==> src/rtl/display_pkg.sv <==
// Shared constants and types for the BCD display formatter.
package display_pkg;

    localparam int unsigned NUM_DIGITS     = 8;
    localparam int unsigned DIGIT_W        = 4;
    localparam int unsigned DATA_W         = NUM_DIGITS * DIGIT_W;
    localparam int unsigned BIN_W_DEF      = 27;
    localparam int unsigned MAX_VAL_DEF    = 99_999_999;
    localparam logic [DIGIT_W-1:0] BLANK_CODE_DEF = 4'hF;
    localparam logic [DATA_W-1:0]  SAT_WORD       = 32'h9999_9999;

    typedef enum logic [1:0] {
        IDLE   = 2'd0,
        SHIFT  = 2'd1,
        FINISH = 2'd2
    } state_t;

    typedef logic [DATA_W-1:0] bcd_word_t;

endpackage

==> src/rtl/bcd_add3_digit.sv <==
// Double-dabble correction for one BCD digit: values of 5 or more get +3.
module bcd_add3_digit
    import display_pkg::*;
(
    input  logic [DIGIT_W-1:0] digit,
    output logic [DIGIT_W-1:0] adj_c
);

    always_comb begin
        adj_c = digit;
        if (digit >= DIGIT_W'(5)) begin
            adj_c = digit + DIGIT_W'(3);
        end
    end

endmodule

==> src/rtl/bcd_display_formatter.sv <==
// Iterative binary-to-BCD converter feeding the 8-digit display scanner,
// with saturation above MAX_VAL and optional leading-zero blanking.
module bcd_display_formatter
    import display_pkg::*;
#(
    parameter int unsigned         BIN_W      = BIN_W_DEF,
    parameter logic [DIGIT_W-1:0]  BLANK_CODE = BLANK_CODE_DEF,
    parameter int unsigned         MAX_VAL    = MAX_VAL_DEF
) (
    input  logic              clk,
    input  logic              rst_n,
    input  logic              start,
    input  logic [BIN_W-1:0]  bin,
    input  logic              blank_en,
    output logic              busy,
    output logic              done,
    output logic              ovf,
    output logic [DATA_W-1:0] data
);

    localparam int unsigned CNT_W = $clog2(BIN_W + 1);
    localparam int unsigned ACC_W = DATA_W + BIN_W;

    state_t state, state_next;

    bcd_word_t          bcd, bcd_d;
    logic [BIN_W-1:0]   bin_sh, bin_sh_d;
    logic [BIN_W-1:0]   bin_cap, bin_cap_d;
    logic               blank_cap, blank_cap_d;
    logic [CNT_W-1:0]   cnt, cnt_d;
    logic               busy_d, done_d, ovf_d;
    bcd_word_t          data_d;

    bcd_word_t          bcd_adj;
    logic [ACC_W-1:0]   acc_next;
    bcd_word_t          bcd_next;
    logic               over_c;
    bcd_word_t          result;
    logic               lead_zero;

    for (genvar g = 0; g < NUM_DIGITS; g++) begin : g_add3
        bcd_add3_digit u_add3 (
            .digit (bcd[g*DIGIT_W +: DIGIT_W]),
            .adj_c (bcd_adj[g*DIGIT_W +: DIGIT_W])
        );
    end

    // Correct every digit, then shift the whole {bcd, bin} accumulator left by one.
    assign acc_next = {bcd_adj, bin_sh} << 1;
    assign bcd_next = acc_next[ACC_W-1:BIN_W];
    assign over_c   = 32'(bin_cap) > MAX_VAL;

    // Final display word: saturate, else blank digits above the highest nonzero one.
    always_comb begin
        result    = bcd_next;
        lead_zero = 1'b1;
        if (over_c) begin
            result = SAT_WORD;
        end else if (blank_cap) begin
            for (int i = NUM_DIGITS - 1; i > 0; i--) begin
                if (bcd_next[i*DIGIT_W +: DIGIT_W] != '0) begin
                    lead_zero = 1'b0;
                end
                if (lead_zero) begin
                    result[i*DIGIT_W +: DIGIT_W] = BLANK_CODE;
                end
            end
        end
    end

    always_ff @(posedge clk or negedge rst_n) begin
        if (!rst_n) begin
            state <= IDLE;
        end else begin
            state <= state_next;
        end
    end

    always_comb begin
        state_next = state;
        unique case (state)
            IDLE:    if (start) state_next = SHIFT;
            SHIFT:   if (cnt == CNT_W'(1)) state_next = FINISH;
            FINISH:  state_next = IDLE;
            default: state_next = IDLE;
        endcase
    end

    // Next values for the datapath and output registers.
    always_comb begin
        bcd_d       = bcd;
        bin_sh_d    = bin_sh;
        bin_cap_d   = bin_cap;
        blank_cap_d = blank_cap;
        cnt_d       = cnt;
        busy_d      = busy;
        done_d      = 1'b0;
        ovf_d       = ovf;
        data_d      = data;
        unique case (state)
            IDLE: begin
                if (start) begin
                    bin_cap_d   = bin;
                    bin_sh_d    = bin;
                    blank_cap_d = blank_en;
                    bcd_d       = '0;
                    cnt_d       = CNT_W'(BIN_W);
                    busy_d      = 1'b1;
                end
            end
            SHIFT: begin
                bcd_d    = bcd_next;
                bin_sh_d = acc_next[BIN_W-1:0];
                cnt_d    = cnt - CNT_W'(1);
                // Publish on the last shift so done lands in the FINISH cycle with busy still high.
                if (cnt == CNT_W'(1)) begin
                    data_d = result;
                    ovf_d  = over_c;
                    done_d = 1'b1;
                end
            end
            FINISH: begin
                busy_d = 1'b0;
            end
            default: begin
                busy_d = 1'b0;
            end
        endcase
    end

    always_ff @(posedge clk or negedge rst_n) begin
        if (!rst_n) begin
            bcd       <= '0;
            bin_sh    <= '0;
            bin_cap   <= '0;
            blank_cap <= 1'b0;
            cnt       <= '0;
            busy      <= 1'b0;
            done      <= 1'b0;
            ovf       <= 1'b0;
            data      <= '0;
        end else begin
            bcd       <= bcd_d;
            bin_sh    <= bin_sh_d;
            bin_cap   <= bin_cap_d;
            blank_cap <= blank_cap_d;
            cnt       <= cnt_d;
            busy      <= busy_d;
            done      <= done_d;
            ovf       <= ovf_d;
            data      <= data_d;
        end
    end

endmodule

==> config.mk <==
export PLATFORM = sky130hd
export DESIGN_NAME = bcd_display_formatter
export DESIGN_NICKNAME = d
export VERILOG_FILES = /design/src/rtl/display_pkg.sv /design/src/rtl/bcd_add3_digit.sv /design/src/rtl/bcd_display_formatter.sv
export SDC_FILE = /design/constraint.sdc
export NUM_CORES = 1
export LEC_CHECK = 0
export CAP_MARGIN = 20
export CORE_MARGIN = 4
export CORE_UTILIZATION = 56
export CTS_CLUSTER_SIZE = 16
export DETAILED_ROUTE_END_ITERATION = 6
export PLACE_DENSITY = 0.9
export SLEW_MARGIN = 20
export SYNTH_ARGS = -nofsm -noshare
export SYNTH_HDL_FRONTEND = slang
export SYNTH_SLANG_ARGS = --single-unit
==> constraint.sdc <==
create_clock -name clk -period 2.86 [get_ports clk]
set_input_delay 0.572 -clock clk [delete_from_list [all_inputs] [get_ports clk]]
set_output_delay 0.572 -clock clk [all_outputs]
set_load 0.03 [all_outputs]
# [Word level (Yosys, flattened, before mapping)]
# Index checks and enable logic that the tools add are counted.
[op_classes] add_sub_neg=9 n_lt_le_gt_ge=9 eq_ne=4 n_mux=52 bitwise_logic=1 n_reduce_logical=14
[op_table] operator="case mux 32 bit (2 select lines)" n=1
[op_table] operator="two-way mux 4 bit" n=15
[op_table] operator="two-way mux 28 bit" n=2
[op_table] operator="case mux 27 bit (2 select lines)" n=1
[op_table] operator="greater-or-equal comparator 4 x 3 -> 1 bit (second input constant)" n=8
[op_table] operator="two-way mux 32 bit" n=1
[op_table] operator="adder 4 x 2 -> 4 bit (second input constant)" n=7
[op_table] operator="nonzero test 4 bit" n=7
[op_table] operator="greater-than comparator 27 bit (second input constant)" n=1
[op_table] operator="two-way mux 27 bit" n=1
[op_table] operator="two-way mux 1 bit" n=24
[op_table] operator="case mux 5 bit (2 select lines)" n=1
[op_table] operator="AND reduction 2 bit" n=5
[op_table] operator="== test 5 x 1 -> 1 bit (second input constant)" n=1
[op_table] operator="two-way mux 5 bit" n=1
[op_table] operator="subtractor 5 x 1 -> 5 bit (second input constant)" n=1
[op_table] operator="two-way mux 2 bit" n=2
[op_table] operator="inequality test 2 bit (second input constant)" n=2
[op_table] operator="case mux 2 bit (2 select lines)" n=1
[op_table] operator="adder 3 x 2 -> 3 bit (second input constant)" n=1
[op_table] operator="two-way mux 3 bit" n=1
[op_table] operator="== test 2 x 1 -> 1 bit (second input constant)" n=1
[op_table] operator="zero test 2 bit" n=1
[op_table] operator="case mux 1 bit (2 select lines)" n=1
[op_table] operator="2 further kinds" n=2
[word_totals] ff_bits=129 elab_cells=99

# [Depth between registers and ports, before layout]
# Gate-level depths: netlist of run 1.
[depth] word_depth=27 ltp_mapped=9 mapped_depth_nobuf=8

# [Hierarchy]
# A second synthesis of run 1 with hierarchy kept.
[hier_totals] cells_unflattened=582 hier_area_um2=5725.5
[by_module_without_submodules] mod="bcd_display_formatter" instances=1 cells_per_inst=454 area_per_inst_um2=4914.7 seq_area_each_um2=3027.9
[by_module_without_submodules] mod="bcd_add3_digit" instances=8 cells_per_inst=16 area_per_inst_um2=101.3 seq_area_each_um2=0.0

# [Worst setup path before layout of run 1]
# OpenSTA, ideal clock, no wires.
[synth_timing] kind="flip-flop to flip-flop" start="reg bcd[20]" end="reg data[4]" t_arrival_ps=1986 path_slack_ps=792 stages_incl_launch_ff=9 path_cell_list="dfrtp_1 inv_1 ha_1 nand2b_1 a21oi_1 mux2i_1 nor4b_4 nand4_1 a31oi_1"
[synth_between] elab_chain_len=24
[synth_rtl] element="start, declared" line="bcd_display_formatter.sv:26" rtl="bcd_word_t bcd, bcd_d;"
[synth_rtl] element="start signal, assigned" line="bcd_display_formatter.sv:133" rtl="bcd <= '0;"
[synth_rtl] element="start signal, assigned" line="bcd_display_formatter.sv:143" rtl="bcd <= bcd_d;"
[synth_rtl] element="adder 4 x 2 -> 4 bit / greater-or-equal comparator 4 x 3 -> 1 bit (equally long branches)" line="bcd_add3_digit.sv:12, bcd_add3_digit.sv:11"
[synth_rtl] element="two-way mux 4 bit *" line="bcd_add3_digit.sv:11" rtl="if (digit >= DIGIT_W'(5)) begin"
[synth_rtl] element="nonzero test 4 bit" line="bcd_display_formatter.sv:61" rtl="if (bcd_next[i*DIGIT_W +: DIGIT_W] != '0) begin"
[synth_rtl] element="two-way mux 1 bit" line="bcd_display_formatter.sv:61"
[synth_rtl] element="two-way mux 1 bit" line="bcd_display_formatter.sv:59" rtl="end else if (blank_cap) begin"
[synth_rtl] element="two-way mux 1 bit" line="bcd_display_formatter.sv:57" rtl="if (over_c) begin"
[synth_rtl] element="two-way mux 1 bit *" line="bcd_display_formatter.sv:61"
[synth_rtl] element="two-way mux 1 bit *" line="bcd_display_formatter.sv:59"
[synth_rtl] element="[... 8 more ...]"
[synth_rtl] element="two-way mux 1 bit *" line="bcd_display_formatter.sv:59"
[synth_rtl] element="two-way mux 1 bit *" line="bcd_display_formatter.sv:57"
[synth_rtl] element="two-way mux 1 bit *" line="bcd_display_formatter.sv:61"
[synth_rtl] element="two-way mux 1 bit *" line="bcd_display_formatter.sv:59"
[synth_rtl] element="two-way mux 1 bit *" line="bcd_display_formatter.sv:57"
[synth_rtl] element="two-way mux 4 bit *" line="bcd_display_formatter.sv:64" rtl="if (lead_zero) begin"
[synth_rtl] element="two-way mux 28 bit *" line="bcd_display_formatter.sv:59"
[synth_rtl] element="two-way mux 28 bit *" line="bcd_display_formatter.sv:57"
[synth_rtl] element="end signal, assigned" line="bcd_display_formatter.sv:151" rtl="data <= data_d;"
[synth_rtl] element="end, declared" line="bcd_display_formatter.sv:18" rtl="output logic [DATA_W-1:0] data"
# Mark *: on every way between the ends. The rest lies on a longest branch, timed or not. The select of a mux whose other input is x is not followed.
# A chain may end at the register's enable or synchronous reset.

# [Worst setup path after layout of run 1]
# Same ends and word-level chain as after synthesis.

==> metrics.md, run 1 <==
| Metric | Value |
|---|---|
| Avg WL per Cell | `16.3 um` |
| FF+latch count, synth | `121` |
| Die X | `approximately 110 um` |
| Final core occ | `between 70% and 80%` |
| Most frequent cells in the layout | `nand2_1, dfrtp_1, clkdlybuf4s50_1` |
| Mapped Cells | `about 630` |
| Final Hold Fails | `0` |
| Max rail drop VDD | `between 0.5 and 0.6 mV` |
| Worst-margin pin slew | `roughly 1.0 ns` |
| P&R area growth vs syn | `24.0%` |
| CTS tree | `done` |
| Max FO, Critical Path | `7` |
| Vias per cell | `5.79` |
| Latest clock arrival within the worst-skew pair | `between 0.5 and 0.6 ns` |
| Total negative setup slack | `0 ns` |
| Yosys warns | `0` |
| Fmax | `410 MHz` |
| Post-Route WL | `about 14000 um` |
| Nets@finish | `between 700 and 800` |
| Hold slack | `between 0.1 and 0.15 ns` |
| Syn_nets | `around 680` |
| Period utilisation layout | `a little under nine tenths` |
| Cell count after placement | `roughly 810` |
| Via count | `just under 5000` |
| Post-Layout Cell Count | `838` |
| Unique cell type count in the Yosys netlist | `50` |
| Avg Inst Size Synth | `slightly above 9 um2` |
| Setup crit end kind | `flop` |
| Diodes inserted | `0` |
| Post-CTS setup buffer count | `0` |
| Largest net degree at the start of global routing | `65` |
| CTS Buf Count | `17` |
| Seq/Total Area, Yosys | `52.6%` |
| Critical Path AT | `around 2.9 ns` |
| Max-slew violation count | `0` |
| Worst-path clk slew | `about 0.06 ns` |
| DPL Wire Length | `roughly 9000 um` |
| EDFF count, synth | `0` |
| Slew HR | `a little under a third` |
| Die area | `about 12000 um2` |
| Initial antenna violation count | `0` |
| PortBufs | `between 60 and 70` |
| Post-CTS sizing | `0` |
| Max cap viols | `0` |
| Status | `completed` |
| Core ar. | `about 9900 um2` |
| Share of cells above drive strength 1 | `~7.5%` |
| Final setup fails | `0` |
| Power Dens Cells | `1280 nW/um2` |
| DRT iter0 DRCs | `250` |
| Clock skew | `0.0113 ns` |
| GRT Resource Usage Total | `around 24%` |
| Most common cell after layout, fill and taps aside | `nand2_1` |
| Site Rows | `36` |
| Cell area after synthesis | `roughly 5800 um2` |
| TritonRoute pass-1 iters | `6` |
| Worst Hold Class | `input port to asynchronous set/reset pin` |
| H-tree depth | `4` |
| Crit start category | `flop` |
| Global-route wire length before repair | `about 23000 um` |
| Num ports | `66` |
| CTS Hold Bufs | `0` |
| Vias in the first global route | `approximately 4900` |
| Final min period | `approximately 2.4 ns` |
| WS Path Type | `flop to flop` |
| Placer Congestion | `approximately 0.83` |
| Die height | `approximately 110 um` |
| Clk sinks | `121` |
| CP Data Required Time | `3.31 ns` |
| # DRC | `0` |
| Starting density of the core | `about three fifths` |
| Post-route ant nets | `0` |
| Pleak | `approximately 3.2 nW` |
| RSZ-0062 raised after global routing | `no` |
| Synth Flop Type | `dfrtp_1` |
| Remaining Overflow, GRT | `0` |
| Clock Path Buffers | `2` |
| Asr flop ratio synth | `100%` |
| Root Buffer | `clkbuf_8` |
per-stage QoR:
stage | instance area [um2] | power [mW] | setup slack (ns)
2_1_floorplan | 5750 | 5.69 | 0.792
3_3_place_gp | 6550 | 6.70 | 0.613
3_5_place_dp | 6550 | 6.96 | 0.482
4_1_cts | 7130 | 9.14 | 0.450
5_1_grt | 7130 | 9.76 | 0.228
6_report | 7130 | 9.17 | 0.424
state kept, by name, indices dropped and copies added (netlist names):
register   count
data          32
ovf            1
state          2
blank_cap      1
busy           1
bin_sh        27
bcd           32
done           1
bin_cap       19
cnt            5
cell type report:
cell class,count,area (um2)
Inverter,23,86.3
Sequential cell,121,3030
Tap cell,133,166
Multi-Input combinational cell,456,2520
Fill cell,690,2780
Clock buffer,20,435
Clock inverter,11,148
Timing Repair Buffer,74,753
Yosys cell counts, drive strengths merged, types with 13 or more instances:
cell / count / share of area [%]
a31oi: 15 / 1.6
clkbuf: 21 / 1.4
nor2: 31 / 2.1
ha: 18 / 3.9
nand3: 59 / 5.1
o21ai: 56 / 4.9
dfrtp: 121 / 53
a21oi: 26 / 2.3
nand2: 156 / 10
nor3b: 13 / 1.7
inv: 22 / 1.4
path summary, 6_finish.rpt:
path,startpoint,to,slack (ns),cells after the start
setup / recovery,bcd[20],data[4],0.42,8
hold / removal,rst_n,bcd[6],0.11,1
setup reg to reg,bcd[20],data[4],0.42,8
hold reg to reg,bin_cap[16],bin_cap[16],0.47,2
max in group asynchronous,rst_n,data[24],2.10,2
min in group clk,bin_cap[16],bin_cap[16],0.47,2
worst max-delay path, cell delays in order, from the launching register on:
cell	delay [ns]
dfrtp_1	0.43
inv_1	0.14
ha_1	0.22
nand2b_1	0.08
a21oi_1	0.36
mux2i_1	0.28
nor4b_4	0.40
nand4_1	0.25
a31oi_1	0.21
metal layers:
layer	up-vias	part of all wire (%)	wire length [um]	global-route usage [%]
met4	0	3.2	438	11.8
met5	-	0	0	0
met3	45	6.8	933	5.11
li1	2279	-	-	-
met1	2326	40	5440	30.0
met2	200	50	6850	40.8
report_power, final:
group	internal (mW)	switching, mW	total (mW)
combinational	1.56	2.35	3.90
clock	1.34	0.771	2.12
sequential	2.51	0.637	3.15
total	5.41	3.76	9.17
kinds of logic after synthesis:
family	after synthesis	share of synthesized area (%)
adders and majority gates	18	3.92
AOI/OAI and AO/OA	123	12.9
DFF	121	52.6
buffers and inverters	52	3.79
muxes	8	1.44
and+or+nand+nor	299	24.1
xor gates and xnor gates	8	1.22
(Power assumes the default switching activity.)
==> run 2: changes to the inputs <==
--- a/config.mk
+++ b/config.mk
@@ -10,7 +10,9 @@
 export CORE_UTILIZATION = 56
 export CTS_CLUSTER_SIZE = 16
 export DETAILED_ROUTE_END_ITERATION = 6
+export GPL_TIMING_DRIVEN = 0
 export PLACE_DENSITY = 0.9
+export SKIP_LAST_GASP = 1
 export SLEW_MARGIN = 20
 export SYNTH_ARGS = -nofsm -noshare
 export SYNTH_HDL_FRONTEND = slang
==> run 2 against run 1 <==
Net effect: non-clock buffer count grew 22; sequential share of layout area is 0.13 points lower; die area stayed put; via count rose by 4.5%; maximum frequency shrank 8.4%; final area rose by 0.32%; worst hold slack better by 0.36 ns; global-route usage increased by 1.8 points; combinational power up 3%; cell count increased by 2.7%; clock skew shrank 0.0022 ns; critical path type unchanged.
==> metrics.md, run 2 (synthesis gave the netlist of run 1 again) <==
| Metric | Value |
|---|---|
| Max-slew violation count | `0 (unchanged)` |
| Avg WL per Cell | `17.0 um (was 16.3 um)` |
| RSZ-0062 raised after global routing | `no (unchanged)` |
| Via count | `5070 (was 4850)` |
| CTS Buf Count | `17 (unchanged)` |
| Worst Hold Class | `flop to flop (was input port to asynchronous set/reset pin)` |
| Vias in the first global route | `5136 (was 4894)` |
| WS Path Type | `flop to flop (unchanged)` |
| Final min period | `2.66 ns (was 2.44 ns)` |
| Clock Path Buffers | `2 (unchanged)` |
| Most common cell after layout, fill and taps aside | `nand2_1 (unchanged)` |
| Top Registers | `bcd: 32 flops, data: 32 flops, bin_sh: 27 flops (unchanged)` |
| CP Data Required Time | `3.24 ns (was 3.31 ns)` |
| Largest net degree at the start of global routing | `81 (was 65)` |
| Slowest-stage cell, CP | `a221oi_4 (was dfrtp_1)` |
| Site Rows | `36 (unchanged)` |
| Clk sinks | `121 (unchanged)` |
| # DRC | `0 (unchanged)` |
| Cell seen most often among critical-path stages | `buf_2` |
| Slew HR | `47.2% (was 31.3%)` |
| Pleak | `3.24 nW (about the same)` |
| Critical Path AT | `3.04 ns (was 2.88 ns)` |
| Hold slack | `0.475 ns (was 0.114 ns)` |
| Crit path cell chain | `inv_1 > ha_1 > nor4b_1 > nand2_1 > buf_2 > a221oi_4 > buf_2 > a31oi_1 (was inv_1 > ha_1 > nand2b_1 > a21oi_1 > mux2i_1 > nor4b_4 > nand4_1 > a31oi_1)` |
| Core ar. | `9910 um2 (unchanged)` |
| Starting density of the core | `58.0% (unchanged)` |
| Diodes inserted | `0 (unchanged)` |
| Die X | `109 um (unchanged)` |
| Nets@finish | `764 (was 742)` |
| Fmax | `376 MHz (was 410 MHz)` |
| DRT iter0 DRCs | `533 (was 250)` |
| Remaining Overflow, GRT | `0 (unchanged)` |
| Share of cells above drive strength 1 | `7.01% (was 7.52%)` |
| Final Hold Fails | `0 (unchanged)` |
| Hold worst-path end | `data[29]` |
| Die area | `12000 um2 (unchanged)` |
| Power Dens Cells | `1270 nW/um2 (was 1280 nW/um2)` |
| Max cap viols | `0 (unchanged)` |
| CTS tree | `done (unchanged)` |
| Worst-margin pin slew | `0.790 ns (was 1.03 ns)` |
| Final setup fails | `0 (unchanged)` |
| Most frequent cells in the layout | `nand2_1, dfrtp_1, clkdlybuf4s50_1 (unchanged)` |
| Max FO, Critical Path | `10 (was 7)` |
| Num ports | `66 (unchanged)` |
| Reg-to-Reg End | `data[31] (was data[4])` |
| Placer Congestion | `0.927 (was 0.832)` |
| WHS Path Cells | `1` |
| R2r setup slk | `0.20 ns (was 0.42 ns)` |
| Root Buffer | `clkbuf_8 (unchanged)` |
| GRT Resource Usage Total | `26.1% (was 24.3%)` |
| Clock skew | `0.00910 ns (was 0.0113 ns)` |
| Largest incremental delay on the critical path | `0.55 ns (was 0.43 ns)` |
| Latest clock arrival within the worst-skew pair | `0.53 ns (was 0.52 ns)` |
| DPL Wire Length | `9890 um (was 8970 um)` |
| PortBufs | `65 (unchanged)` |
| Crit start category | `flop (unchanged)` |
| Worst-path clk slew | `0.06 ns (about the same)` |
| Hold path start | `data[29]` |
| Max rail drop VDD | `0.614 mV (was 0.541 mV)` |
| Period utilisation layout | `93.0% (was 85.2%)` |
| Global-route wire length before repair | `24300 um (was 22800 um)` |
| Layout fillers | `705 (was 690)` |
| Reg-to-Reg Start | `cnt[1] (was bcd[20])` |
| Status | `completed (unchanged)` |
| Final core occ | `72.2% (was 72.0%)` |
| Post-route ant nets | `0 (unchanged)` |
| Setup crit end kind | `flop (unchanged)` |
| TritonRoute pass-1 iters | `6 (unchanged)` |
| Initial antenna violation count | `0 (unchanged)` |
| Worst Reg2Reg Path Length in Cells | `8 (unchanged)` |
| Post-Route WL | `14600 um (was 13700 um)` |
| Die height | `109 um (unchanged)` |
| Vias per cell | `5.89 (was 5.79)` |
| H-tree depth | `4 (unchanged)` |
| P&R area growth vs syn | `24.4% (was 24.0%)` |
## run 2: cell count changes in the layout (fill, tap and decap cells not counted), moves of 3 or more
cell	previous run	this run
buf_12	3	0
clkbuf_1	2	22
buf_6	0	3
buf_2	0	3
buf_4	7	1
## run 2: what timing repair did
action                                  in CTS  in global routing
endpoints found under the hold margin       41                  0
gates resized for setup                      0                  1
hold buffers                                 1                  0
endpoints found under the setup margin       0                  4
buffers inserted                             0                  0
## run 2: where the power goes
group	leakage [nW]	internal [mW]	total [mW]	switching [mW]
clock	0.254	1.15	1.97	0.812
sequential	1.51	2.51	3.14	0.635
combinational	1.47	1.57	4.01	2.44
## run 2: worst max-delay path, delay by kind of cell (launching register included)
kind                     cells  cell delay [ns]
AND/OR/NAND/NOR              2             0.52
AO/OA/AOI/OAI                2             0.69
flip-flops                   1             0.40
buffers and inverters        3             0.73
adder cells (fa/ha/maj)      1             0.18
## run 2: through the flow
step | worst slack [ns] | area (um2) | setup TNS [ns] | instances | power (mW)
6_report | 0.200 | 7160 | 0 | 861 | 9.12
5_1_grt | 0.0578 | 7160 | 0 | 861 | 9.69
4_1_cts | 0.163 | 7150 | 0 | 861 | 9.06
3_5_place_dp | 0.0574 | 6600 | 0 | 828 | 7.00
3_3_place_gp | -3.19 | 6570 | -385.79 | 827 | 6.72
2_1_floorplan | 0.792 | 5750 | 0 | 629 | 5.69
## run 2: layout make-up
cell class | instances | area (um2) | area share, %
Sequential cell | 121 | 3030 | 42.3
Multi-Input combinational cell | 456 | 2510 | 35.1
Timing Repair Buffer | 67 | 689 | 9.63
Clock buffer | 18 | 418 | 5.84
Tap cell | 133 | 166 | 2.33
Buffer | 29 | 131 | 1.84
Clock inverter | 14 | 126 | 1.77
Inverter | 23 | 86.3 | 1.21
## run 2: metal layers
layer	wire length (um)	GRT usage (%)
met2	7370	43.9
met3	1110	5.70
met1	5720	31.8
met4	401	13.1
met5	0	0
## run 2: worst max path at each step
| stage | end | from | slack (ns) |
|---|---|---|---|
| after floorplan | data[4] | bcd[20] | 0.79 |
| after global placement | bin_sh[22] | rst_n | -3.19 |
| after CTS | data[4] | bcd[20] | 0.16 |
| after detailed placement | bin_sh[22] | start | 0.06 |
| after global routing | data[31] | cnt[1] | 0.06 |
| final | data[31] | cnt[1] | 0.20 |
